===== src/rtl/pps_conditioner.sv =====
// pps_conditioner
//   Cleans up a raw GPS PPS input and produces a conditioned one_pps pulse
//   that keeps running when the GPS reference drops out.
//   - pps_in is synchronised, edge-detected and its period is measured.
//   - After LOCK_CNT consecutive good periods the block locks and forwards
//     each good edge as a PULSE_LEN-cycle pulse. Edges that arrive early are
//     rejected as glitches.
//   - When an expected edge is missing, a flywheel keeps pulsing at the last
//     accepted period for up to HOLD_MAX pulses. It then falls back to SEARCH,
//     or it relocks if good edges come back first.
//
// Ports
//   clk_62m5     in   sole clock
//   rst          in   synchronous, active-high reset
//   pps_in       in   raw external PPS, asynchronous to clk_62m5
//   one_pps      out  conditioned PPS, PULSE_LEN cycles high
//   pps_state    out  0=SEARCH, 1=LOCKED, 2=HOLDOVER
//   last_period  out  most recent accepted external period, in cycles
//   err_cnt      out  saturating count of glitch and missing-edge events
//
// State | meaning
// ------+------------------------------------------------------------------
// SEARCH   | qualify every edge; count consecutive good periods; no output
// LOCKED   | forward good edges as pulses; reject early edges
// HOLDOVER | flywheel at last_period; relock on LOCK_CNT good periods

module pps_conditioner #(
  parameter int unsigned CLK_HZ    = 62500000,
  parameter int unsigned TOL       = 625,
  parameter int unsigned LOCK_CNT  = 3,
  parameter int unsigned PULSE_LEN = 6250000,
  parameter int unsigned HOLD_MAX  = 60
) (
  input  logic        clk_62m5,
  input  logic        rst,
  input  logic        pps_in,
  output logic        one_pps,
  output logic [1:0]  pps_state,
  output logic [25:0] last_period,
  output logic [15:0] err_cnt
);

  localparam int unsigned CW = 26;
  localparam int unsigned GW = $clog2(LOCK_CNT + 1);
  localparam int unsigned HW = $clog2(HOLD_MAX + 1);
  localparam int unsigned PW = $clog2(PULSE_LEN + 1);

  localparam logic [CW-1:0] CNT_MAX = '1;
  localparam logic [CW-1:0] PER_NOM = CW'(CLK_HZ);
  localparam logic [CW-1:0] PER_LO  = CW'(CLK_HZ - TOL);
  localparam logic [CW-1:0] PER_HI  = CW'(CLK_HZ + TOL);
  localparam logic [GW-1:0] LOCK_N  = GW'(LOCK_CNT);
  localparam logic [HW-1:0] HOLD_N  = HW'(HOLD_MAX);
  localparam logic [PW-1:0] PULSE_RELOAD = PW'(PULSE_LEN - 1);

  typedef enum logic [1:0] {
    ST_SEARCH   = 2'd0,
    ST_LOCKED   = 2'd1,
    ST_HOLDOVER = 2'd2
  } state_t;

  state_t          state_q, state_d;
  logic            sync1_q, sync1_d;
  logic            sync2_q, sync2_d;
  logic            sync3_q, sync3_d;
  logic            ext_edge_q, ext_edge_d;
  logic [CW-1:0]   ext_cnt_q, ext_cnt_d;
  logic [CW-1:0]   fly_cnt_q, fly_cnt_d;
  logic [GW-1:0]   good_cnt_q, good_cnt_d;
  logic [HW-1:0]   hold_n_q, hold_n_d;
  logic [CW-1:0]   last_period_q, last_period_d;
  logic [15:0]     err_cnt_q, err_cnt_d;
  logic            one_pps_q, one_pps_d;
  logic [PW-1:0]   pulse_rem_q, pulse_rem_d;

  logic            period_good;
  logic            period_late;
  logic [GW-1:0]   good_next;
  logic            lock_done;
  logic            fly_hit;
  logic            trigger;
  logic            err_inc;

  always_comb begin
    sync1_d       = pps_in;
    sync2_d       = sync1_q;
    sync3_d       = sync2_q;
    ext_edge_d    = sync2_q & ~sync3_q;

    state_d       = state_q;
    ext_cnt_d     = (ext_cnt_q == CNT_MAX) ? ext_cnt_q : ext_cnt_q + CW'(1);
    fly_cnt_d     = fly_cnt_q;
    good_cnt_d    = good_cnt_q;
    hold_n_d      = hold_n_q;
    last_period_d = last_period_q;
    trigger       = 1'b0;
    err_inc       = 1'b0;

    // ext_cnt holds the number of cycles since the last accepted edge
    period_good = (ext_cnt_q >= PER_LO) && (ext_cnt_q <= PER_HI);
    period_late = (ext_cnt_q > PER_HI);
    good_next   = period_good ? good_cnt_q + GW'(1) : '0;
    lock_done   = period_good && (good_next >= LOCK_N);
    fly_hit     = (fly_cnt_q == last_period_q);

    case (state_q)
      ST_SEARCH: begin
        fly_cnt_d = '0;
        hold_n_d  = '0;
        if (ext_edge_q) begin
          ext_cnt_d = CW'(1);
          if (lock_done) begin
            state_d       = ST_LOCKED;
            trigger       = 1'b1;
            good_cnt_d    = '0;
            last_period_d = ext_cnt_q;
          end else begin
            good_cnt_d = good_next;
          end
        end
      end

      ST_LOCKED: begin
        if (ext_edge_q && period_good) begin
          trigger       = 1'b1;
          last_period_d = ext_cnt_q;
          ext_cnt_d     = CW'(1);
        end else if (period_late) begin
          // Expected edge never came: start the flywheel with a pulse now.
          // A coincident late edge still restarts the period measurement.
          state_d    = ST_HOLDOVER;
          trigger    = 1'b1;
          fly_cnt_d  = CW'(1);
          hold_n_d   = HW'(1);
          good_cnt_d = '0;
          err_inc    = 1'b1;
          if (ext_edge_q) begin
            ext_cnt_d = CW'(1);
          end
        end else if (ext_edge_q) begin
          // early edge is a glitch; the period keeps running
          err_inc = 1'b1;
        end
      end

      ST_HOLDOVER: begin
        fly_cnt_d = fly_cnt_q + CW'(1);
        if (ext_edge_q) begin
          ext_cnt_d  = CW'(1);
          good_cnt_d = good_next;
        end
        // relock wins over a coincident flywheel tick; either way one pulse
        if (ext_edge_q && lock_done) begin
          state_d       = ST_LOCKED;
          trigger       = 1'b1;
          good_cnt_d    = '0;
          last_period_d = ext_cnt_q;
          fly_cnt_d     = '0;
          hold_n_d      = '0;
        end else if (fly_hit) begin
          if (hold_n_q >= HOLD_N) begin
            state_d   = ST_SEARCH;
            fly_cnt_d = '0;
            hold_n_d  = '0;
          end else begin
            trigger   = 1'b1;
            fly_cnt_d = CW'(1);
            hold_n_d  = hold_n_q + HW'(1);
          end
        end
      end

      default: begin
        state_d = ST_SEARCH;
      end
    endcase

    err_cnt_d = (err_inc && (err_cnt_q != 16'hFFFF)) ? err_cnt_q + 16'd1 : err_cnt_q;

    // A retrigger while high restarts the full pulse length.
    if (trigger) begin
      one_pps_d   = 1'b1;
      pulse_rem_d = PULSE_RELOAD;
    end else if (pulse_rem_q != '0) begin
      one_pps_d   = 1'b1;
      pulse_rem_d = pulse_rem_q - PW'(1);
    end else begin
      one_pps_d   = 1'b0;
      pulse_rem_d = '0;
    end
  end

  always_ff @(posedge clk_62m5) begin
    if (rst) begin
      state_q       <= ST_SEARCH;
      sync1_q       <= 1'b0;
      sync2_q       <= 1'b0;
      sync3_q       <= 1'b0;
      ext_edge_q    <= 1'b0;
      ext_cnt_q     <= '0;
      fly_cnt_q     <= '0;
      good_cnt_q    <= '0;
      hold_n_q      <= '0;
      last_period_q <= PER_NOM;
      err_cnt_q     <= '0;
      one_pps_q     <= 1'b0;
      pulse_rem_q   <= '0;
    end else begin
      state_q       <= state_d;
      sync1_q       <= sync1_d;
      sync2_q       <= sync2_d;
      sync3_q       <= sync3_d;
      ext_edge_q    <= ext_edge_d;
      ext_cnt_q     <= ext_cnt_d;
      fly_cnt_q     <= fly_cnt_d;
      good_cnt_q    <= good_cnt_d;
      hold_n_q      <= hold_n_d;
      last_period_q <= last_period_d;
      err_cnt_q     <= err_cnt_d;
      one_pps_q     <= one_pps_d;
      pulse_rem_q   <= pulse_rem_d;
    end
  end

  assign one_pps     = one_pps_q;
  assign pps_state   = state_q;
  assign last_period = last_period_q;
  assign err_cnt     = err_cnt_q;

endmodule


===== config.mk =====
export PLATFORM = sky130hd
export DESIGN_NAME = pps_conditioner
export DESIGN_NICKNAME = d
export VERILOG_FILES = /design/src/rtl/pps_conditioner.sv
export SDC_FILE = /design/constraint.sdc
export NUM_CORES = 1
export LEC_CHECK = 0
export BUFFER_PORTS_ARGS = -buffer_cell sky130_fd_sc_hd__buf_4
export CORE_UTILIZATION = 60
export CTS_CLUSTER_SIZE = 8
export DETAILED_ROUTE_END_ITERATION = 6
export GPL_ROUTABILITY_DRIVEN = 0
export PLACE_DENSITY_LB_ADDON = 0.2
export RECOVER_POWER = 50
export SYNTH_ARGS = -nofsm -noshare
export SYNTH_HDL_FRONTEND = slang
export SYNTH_SLANG_ARGS = --single-unit

===== constraint.sdc =====
create_clock -name clk_62m5 -period 3.5 [get_ports clk_62m5]
set_clock_uncertainty 0.1 [all_clocks]
set_input_delay 0.525 -clock clk_62m5 [delete_from_list [all_inputs] [get_ports clk_62m5]]
set_output_delay 0.525 -clock clk_62m5 [all_outputs]
set_load 0.05 [all_outputs]

# Yosys cells after proc, flatten, opt, wreduce, memory -nomap -nowiden
# Index checks and enable logic that the tools add are counted.
classes:
  addsub: 6
  order_cmp: 5
  eq_ne: 14
  mux: 54
  bitwise_logic: 3
  n_reduce_logical: 15
op_table:
  columns: ["cell", "n"]
  rows:
  - ["26-bit two-way mux", 12]
  - ["26-bit case mux with 3 select lines", 2]
  - ["26-bit by 1-bit adder with 26-bit output (second input constant)", 2]
  - ["26-bit case mux with 2 select lines", 1]
  - ["23-bit two-way mux", 2]
  - ["6-bit two-way mux", 5]
  - ["2-bit two-way mux", 14]
  - ["26-bit equality test", 1]
  - ["26-bit equality test (second input constant)", 1]
  - ["26-bit greater-or-equal comparator (second input constant)", 1]
  - ["26-bit greater-than comparator (second input constant)", 1]
  - ["26-bit <= comparator (second input constant)", 1]
  - ["23-bit nonzero test", 1]
  - ["23-bit by 1-bit subtractor with 23-bit output (second input constant)", 1]
  - ["6-bit case mux with 3 select lines", 1]
  - ["16-bit by 1-bit adder with 16-bit output (second input constant)", 1]
  - ["16-bit != test (second input constant)", 1]
  - ["1-bit two-way mux", 14]
  - ["2-bit != test (second input constant)", 6]
  - ["2-bit case mux with 3 select lines", 2]
  - ["5-bit AND reduction", 2]
  - ["3-bit != test (second input constant)", 3]
  - ["6-bit by 1-bit adder with 6-bit output (second input constant)", 1]
  - ["6-bit greater-or-equal comparator (second input constant)", 1]
  - ["other kinds (15)", 20]
word_totals:
  register_bits: 132
  input_bits: 3
  out_inout_bits: 45
  wordCells: 111

# Depth between registers and ports, before layout
# Gate-level depths: netlist (run 1).
depth:
  depth_word: 9
  depth_mapped: 11
  ltp_nobuf: 9

# Least setup slack after synthesis (run 1)
# OpenSTA, ideal clock, no wires.
synth_path:
  path_kind: "register to register"
  from: "register ext_cnt_q[0]"
  to: "register err_cnt_q[11] (netlist: err_cnt[11])"
  setup_time_ns: 0.070
  t_arrival_ns: 2.628
  required_time_ns: 3.330
  setup_slack_ns: 0.701
  path_stages_with_launch: 11
  path_buffers: 2
  synth_period_minus_slack_ns: 2.799
  path_cell_list: "dfxtp_1 > ha_1 > a31o_2 > a311o_1 > and3_1 > buf_2 > nor4b_2 > o211ai_2 > buf_2 > or3_1 > a21oi_1"
synth_via:
  elab_chain_len: 6
  elab_cells_between_ends: 9
  cone_classes: "order compare (3); mux (3); reduce/logical (3)"
synth_rtl:
  columns: ["item", "line", "source"]
  rows:
  - ["start: declaration", "67", "logic [CW-1:0] ext_cnt_q, ext_cnt_d;"]
  - ["start signal: assignment", "214", "ext_cnt_q <= ext_cnt_d;"]
  - ["26-bit greater-or-equal comparator / 26-bit <= comparator (equally long branches)", "100", "period_good = (ext_cnt_q >= PER_LO) && (ext_cnt_q <= PER_HI);"]
  - ["1-bit logical AND", "100", null]
  - ["1-bit logical AND", "124", "if (ext_edge_q && period_good) begin"]
  - ["1-bit two-way mux *", "124", null]
  - ["1-bit two-way mux *", "106", "case (state_q)"]
  - ["1-bit logical AND *", "178", "err_cnt_d = (err_inc && (err_cnt_q != 16'hFFFF)) ? err_cnt_q + 16'd1 : err_cnt_q;"]
  - ["end signal: assignment", "219", "err_cnt_q <= err_cnt_d;"]
  - ["end: declaration", "72", "logic [15:0] err_cnt_q, err_cnt_d;"]
# Every way passes the cells marked *; elsewhere a longest branch is shown, timed or not.
# A chain may end at the register's enable or synchronous reset.

# Final worst setup path (run 1)
layout_path:
  from: "register ext_cnt_q[0]"
  to: "register err_cnt_q[15] (netlist: err_cnt[15])"
# Same word-level chain as after synthesis.

==> results.yml, run 1 <==
run_status:
  status: "finished, final reports clean"
cells_and_area:
  area_growth_pct: 13.45
  diodes: 0
  final_cell_area_mm2: 0.007569
  stdcell_count: 992
  drive_above_1_share: 0.06221
  final_nets: 853
  fill_cells: 886
  final_util: 0.6982
sta:
  worst-slew-pin-transition_ns: 1.476
  rsz0062_at_grt: "no"
  max_freq_mhz: 307.8
  post-route-period-util: 0.9284
  slew_headroom: 0.01628
  final.setup.tns_ns: 0
  timing_hold_violations_final: 0
  final_max_slew_viol_count: 0
  finalSetupViolations: 0
  period_minus_slack_ns: 3.249
clock_tree:
  clkTransAtPathRegs_ns: 0.06
  clockRootBuffer: "clkbuf_8"
  htreeDepth: 4
  worstSkewPairLatency_ns: 0.54
  cts_tree: "yes"
  cts_buffer_depth: 2
  numCtsBuffers: 17
  hold_buffers: 0
  cts.repair_timing.setup_buffer_count: 0
  clock_sinks: 132
global_routing:
  met1_usage: 0.3817
  grt_max_degree: 76
  first_global_vias: 5626
  grt_util_met3: 0.08535
  grt_busiest_layer: "met2"
  grt_antenna_before_repair: 0
  overflow: 0
  grt_usage: 0.3009
  use_met2: 0.4774
  grt_first_pass_wirelength_um: 27230
route:
  via_count: 6010
  routed_via_density: 6.058
  wl_per_cell_um: 16.72
  wl_um: 16590
  first_pass_iters: 5
  drc: 0
  ant_nets: 0
  drt_iter0_drc: 531
critical_path:
  required_ns: 3.84
  path_buf_inv: 0
  cp_top_family: "simple AND/OR/NAND/NOR gates"
  path_class: "reg2reg"
  crit_fanout: 14
  end_kind: "flop"
  worstPathCellList: "ha_1 > a31o_2 > a311o_1 > and3_1 > nor4b_2 > o211ai_2 > or4_1 > a21oi_1"
  cp_slowest_stage_delay_ns: 0.58
  cp-start-kind: "flop"
  critPathArrivalTime_ns: 3.59
  critPathSlowestCell: "or4_1"
power_and_ir_drop:
  power.density_mw_per_mm2: 559.5
  vdd_drop_max_uv: 619.8
  switching_share: 0.2575
  switchingPower_mw: 1.091
  power.total_mw: 4.235
  p_leak_nw: 2.474
  combPwrFrac: 0.143
  p_clk_frac: 0.447
  p_int_mw: 3.144
  seqPwrFrac: 0.410
synth:
  yosysMostFrequentCell: "dfxtp_1"
  ys_async_sr_fraction: 0
  syn_area_mm2: 0.006671
  synth_nets: 822
  yosysTopAreaCell: "dfxtp_1"
  netlist_instances: 808
  syn_area_per_cell_um2: 8.257
  synthFlopType: "dfxtp_1"
  synth-seq-area-share: 0.3961
  ys_types: 64
  synth_common_cells: "132 x dfxtp_1, 94 x nor2_1, 65 x nand2_1"
  synthTopCellsByArea: "dfxtp_1 40%, xnor2_1 6.7%, nor2_1 5.3%"
  yosysTopAreaCellShare: 0.3961
  synth_seq_cells: 132
  synth_edf_count: 0
  yosys_warnings: 0
die:
  coreArea_mm2: 0.01084
  die_area_mm2: 0.01154
  num_io_pins: 48
  start_util: 0.6154
  row_count: 38
  die_y_um: 107.4
  die_w_um: 107.4
placement:
  dp_hpwl_um: 11620
  port_buffers: 47
  post_dp_cell_area_mm2: 0.007123
  dp_cells: 960
min_path:
  hold_class: "in2reg"
flow_run:
  maxCapViolCount: 0
## path summary, 6_finish.rpt
check,start,endpoint,slack (ns),depth (start not counted)
hold / removal,pps_in,sync1_q$_SDFF_PP0_,0.10,2
setup reg to reg,ext_cnt_q[0]$_SDFF_PP0_,err_cnt[15]$_SDFFE_PP0P_,0.25,8
setup / recovery,ext_cnt_q[0]$_SDFF_PP0_,err_cnt[15]$_SDFFE_PP0P_,0.25,8
hold reg to reg,sync3_q$_SDFF_PP0_,ext_edge_q$_SDFF_PP0_,0.30,1
## per-stage QoR
step | setup WS [ns] | hold slack [ns]
5_1_grt | 0.06231 | 0.1127
6_report | 0.2506 | 0.1024
4_1_cts | 0.2362 | 0.09544
3_3_place_gp | 0.4890 | 0.2796
3_5_place_dp | 0.2847 | 0.2939
2_1_floorplan | 0.7012 | 0.2674
## cells by family after synthesis
kind of cell / share of synthesized area
xor+xnor: 0.1024
compound gates: 0.1416
mux: 0.02401
fa+ha+maj: 0.02063
flops: 0.3961
simple gates: 0.2742
buf+inv: 0.04107
## registers in the layout, indices dropped and copies added, names as in the netlist
register / flops
pulse_rem_q: 23
err_cnt: 16
one_pps: 1
hold_n_q: 6
good_cnt_q: 2
sync2_q: 1
last_period: 26
sync1_q: 1
sync3_q: 1
ext_cnt_q: 26
pps_state: 2
ext_edge_q: 1
fly_cnt_q: 26
## timing repair
item / 4_1_cts / 5_1_grt
gates resized for setup: 0 / 1
setup endpoints to repair: 0 / 8
endpoints found under the hold margin: 0 / 0
## final cells by class
class / instances / area [µm²] / area share
Inverter: 25 / 93.84 / 0.01240
Sequential cell: 132 / 2643 / 0.3491
Tap cell: 140 / 175.2 / 0.02314
Timing Repair Buffer: 57 / 254.0 / 0.03356
Clock buffer: 25 / 494.2 / 0.06530
Clock inverter: 7 / 142.6 / 0.01885
Multi-Input combinational cell: 606 / 3766 / 0.4976
## metal layers
layer / wire length [µm] / vias up
li1: - / 2943
met3: 1018 / 37
met4: 420 / 0
met5: 0 / -
met2: 7876 / 210
met1: 7276 / 2820
## power by group through the flow
stage | registers [mW] | logic (mW) | clock network [mW]
2_1_floorplan | 1.75 | 0.479 | 0
3_3_place_gp | 1.75 | 0.558 | 0
3_5_place_dp | 1.76 | 0.592 | 0
4_1_cts | 1.74 | 0.609 | 1.91
5_1_grt | 1.75 | 0.673 | 1.99
6_report | 1.74 | 0.605 | 1.89
## placed cells by master, fill, tap and decap left out, types with 5 or more instances in the layout
master       n
or3_1        6
ha_1        11
nand2_1     65
nand3_1     57
nand4_1     14
clkbuf_8     6
nor2_1      94
nor2b_1     11
clkbuf_16   16
nand2b_1     5
nor4_1      18
a21oi_1     34
and3_1      12
o311ai_0     8
clkbuf_1    52
mux2i_1     16
o21ai_0     41
buf_4        6
dfxtp_1    132
o31ai_1      8
nor3_1      38
xor2_1      27
xnor2_1     51
inv_1       25
or4_1       13
Power figures use the tool's default switching activity.
==> inputs of run 2 (changes only) <==
RECOVER_POWER = unset   (was 50)
==> run 2 against run 1 <==
Sequential share of layout area decreased by 0.86 points. Critical endpoint unchanged. Highest routed layer unchanged. Worst setup slack got worse by 0.00079 ns. Core utilization increased by 1.8 points.
==> results.yml, run 2 (synthesis results as in run 1) <==
run_status:
  status: "finished, final reports clean"
route:
  wl_um: 16590
  via_count: 5982
  drc: 0
  first_pass_iters: 5
  drt_iter0_drc: 479
  routed_via_density: 6.030
  ant_nets: 0
  wl_per_cell_um: 16.73
die:
  die_y_um: 107.4
  coreArea_mm2: 0.01084
  die_w_um: 107.4
  num_io_pins: 48
  row_count: 38
  start_util: 0.6154
  die_area_mm2: 0.01154
clock_tree:
  clkTransAtPathRegs_ns: 0.06
  clockRootBuffer: "clkbuf_8"
  cts_buffer_depth: 2
  hold_buffers: 0
  clock_sinks: 132
  htreeDepth: 4
  worstSkewPairLatency_ns: 0.53
  numCtsBuffers: 17
  cts.repair_timing.setup_buffer_count: 0
  post_cts_resized: 0
  cts_tree: "yes"
critical_path:
  path_class: "reg2reg"
  required_ns: 3.86
  cp_slowest_stage_delay_ns: 0.58
  cp-start-kind: "flop"
  end_kind: "flop"
  critPathArrivalTime_ns: 3.61
  worstPathCellList: "ha_1 > a31o_2 > a311o_1 > and3_1 > nor4b_2 > o211ai_2 > or4_1 > a21oi_1"
  critPathSlowestCell: "or4_1"
  crit_fanout: 14
global_routing:
  first_global_vias: 5626
  use_met2: 0.4774
  grt_first_pass_wirelength_um: 27230
  grt_busiest_layer: "met2"
  met1_usage: 0.3817
  overflow: 0
  grt_antenna_before_repair: 0
  grt_usage: 0.3009
  grt_util_met3: 0.08535
  grt_max_degree: 76
power_and_ir_drop:
  power.density_mw_per_mm2: 546.1
  p_leak_nw: 2.666
  vdd_drop_max_uv: 619.8
sta:
  finalSetupViolations: 0
  period_minus_slack_ns: 3.250
  timing_hold_violations_final: 0
  final_max_slew_viol_count: 0
  worst-slew-pin-transition_ns: 0.8093
  post-route-period-util: 0.9286
  final.setup.tns_ns: 0
  rsz0062_at_grt: "no"
  slew_headroom: 0.4529
  max_freq_mhz: 307.7
  layout_setup_ws_ns: 0.2499
placement:
  post-place-ws_ns: 0.2847
  dp_hpwl_um: 11620
  port_buffers: 47
cells_and_area:
  drive_above_1_share: 0.1209
  final_util: 0.7158
  area_growth_pct: 16.32
  final_cell_mix: "132 x dfxtp_1, 94 x nor2_1, 65 x nand2_1"
  diodes: 0
  final_nets: 853
  mostFrequentLayoutCell: "dfxtp_1"
min_path:
  hold_class: "in2reg"
flow_run:
  maxCapViolCount: 0
==> run 2: cell count changes in the layout (fill, tap and decap cells not counted) <==
cell / change
buf_4: +50
clkbuf_2: -1
clkbuf_1: -49
o211ai_1: -1
o211ai_2: +1
==> run 2: worst paths after layout <==
kind	startpoint	end	slack, ns	cells after the start
worst max register to register	ext_cnt_q[0]$_SDFF_PP0_	err_cnt[15]$_SDFFE_PP0P_	0.25	8
worst min register to register	sync3_q$_SDFF_PP0_	ext_edge_q$_SDFF_PP0_	0.29	1
worst min-delay path	pps_in	sync1_q$_SDFF_PP0_	0.11	2
worst max-delay path	ext_cnt_q[0]$_SDFF_PP0_	err_cnt[15]$_SDFFE_PP0P_	0.25	8
==> run 2: cell type report <==
| cell class | count | area, µm² |
|---|---|---|
| Multi-Input combinational cell | 606 | 3771 |
| Fill cell | 826 | 3080 |
| Sequential cell | 132 | 2643 |
| Clock buffer | 25 | 494.2 |
| Timing Repair Buffer | 57 | 440.4 |
| Tap cell | 140 | 175.2 |
| Clock inverter | 7 | 142.6 |
| Inverter | 25 | 93.84 |
==> run 2: routing by layer <==
layer  up-vias  share of wire  wire (µm)
met4         0          0.027        444
met5         -              0          0
met1      2834           0.44       7349
li1       2940              -          -
met2       170           0.48       7882
met3        38          0.055        917
==> run 2: stage by stage <==
step / instances / power, mW / hold slack, ns / instance area, µm²
CTS: 992 / 4.252 / 0.09544 / 7760
global route: 992 / 4.413 / 0.1127 / 7760
detailed placement: 960 / 2.356 / 0.2939 / 7123
global placement: 960 / 2.312 / 0.2796 / 7123
floorplan: 808 / 2.228 / 0.2674 / 6671
finish: 992 / 4.237 / 0.1072 / 7760
==> run 2: critical path: cells and delay by family (launching register included) <==
family / cells / cell delay [ns]
AOI/OAI and AO/OA: 4 / 1.09
adders and majority gates: 1 / 0.27
DFF: 1 / 0.38
and+or+nand+nor: 3 / 1.33
==> run 2: report_power, final <==
group | switching, mW | internal [mW]
registers | 0.117 | 1.62
clock network | 0.638 | 1.25
logic | 0.334 | 0.274
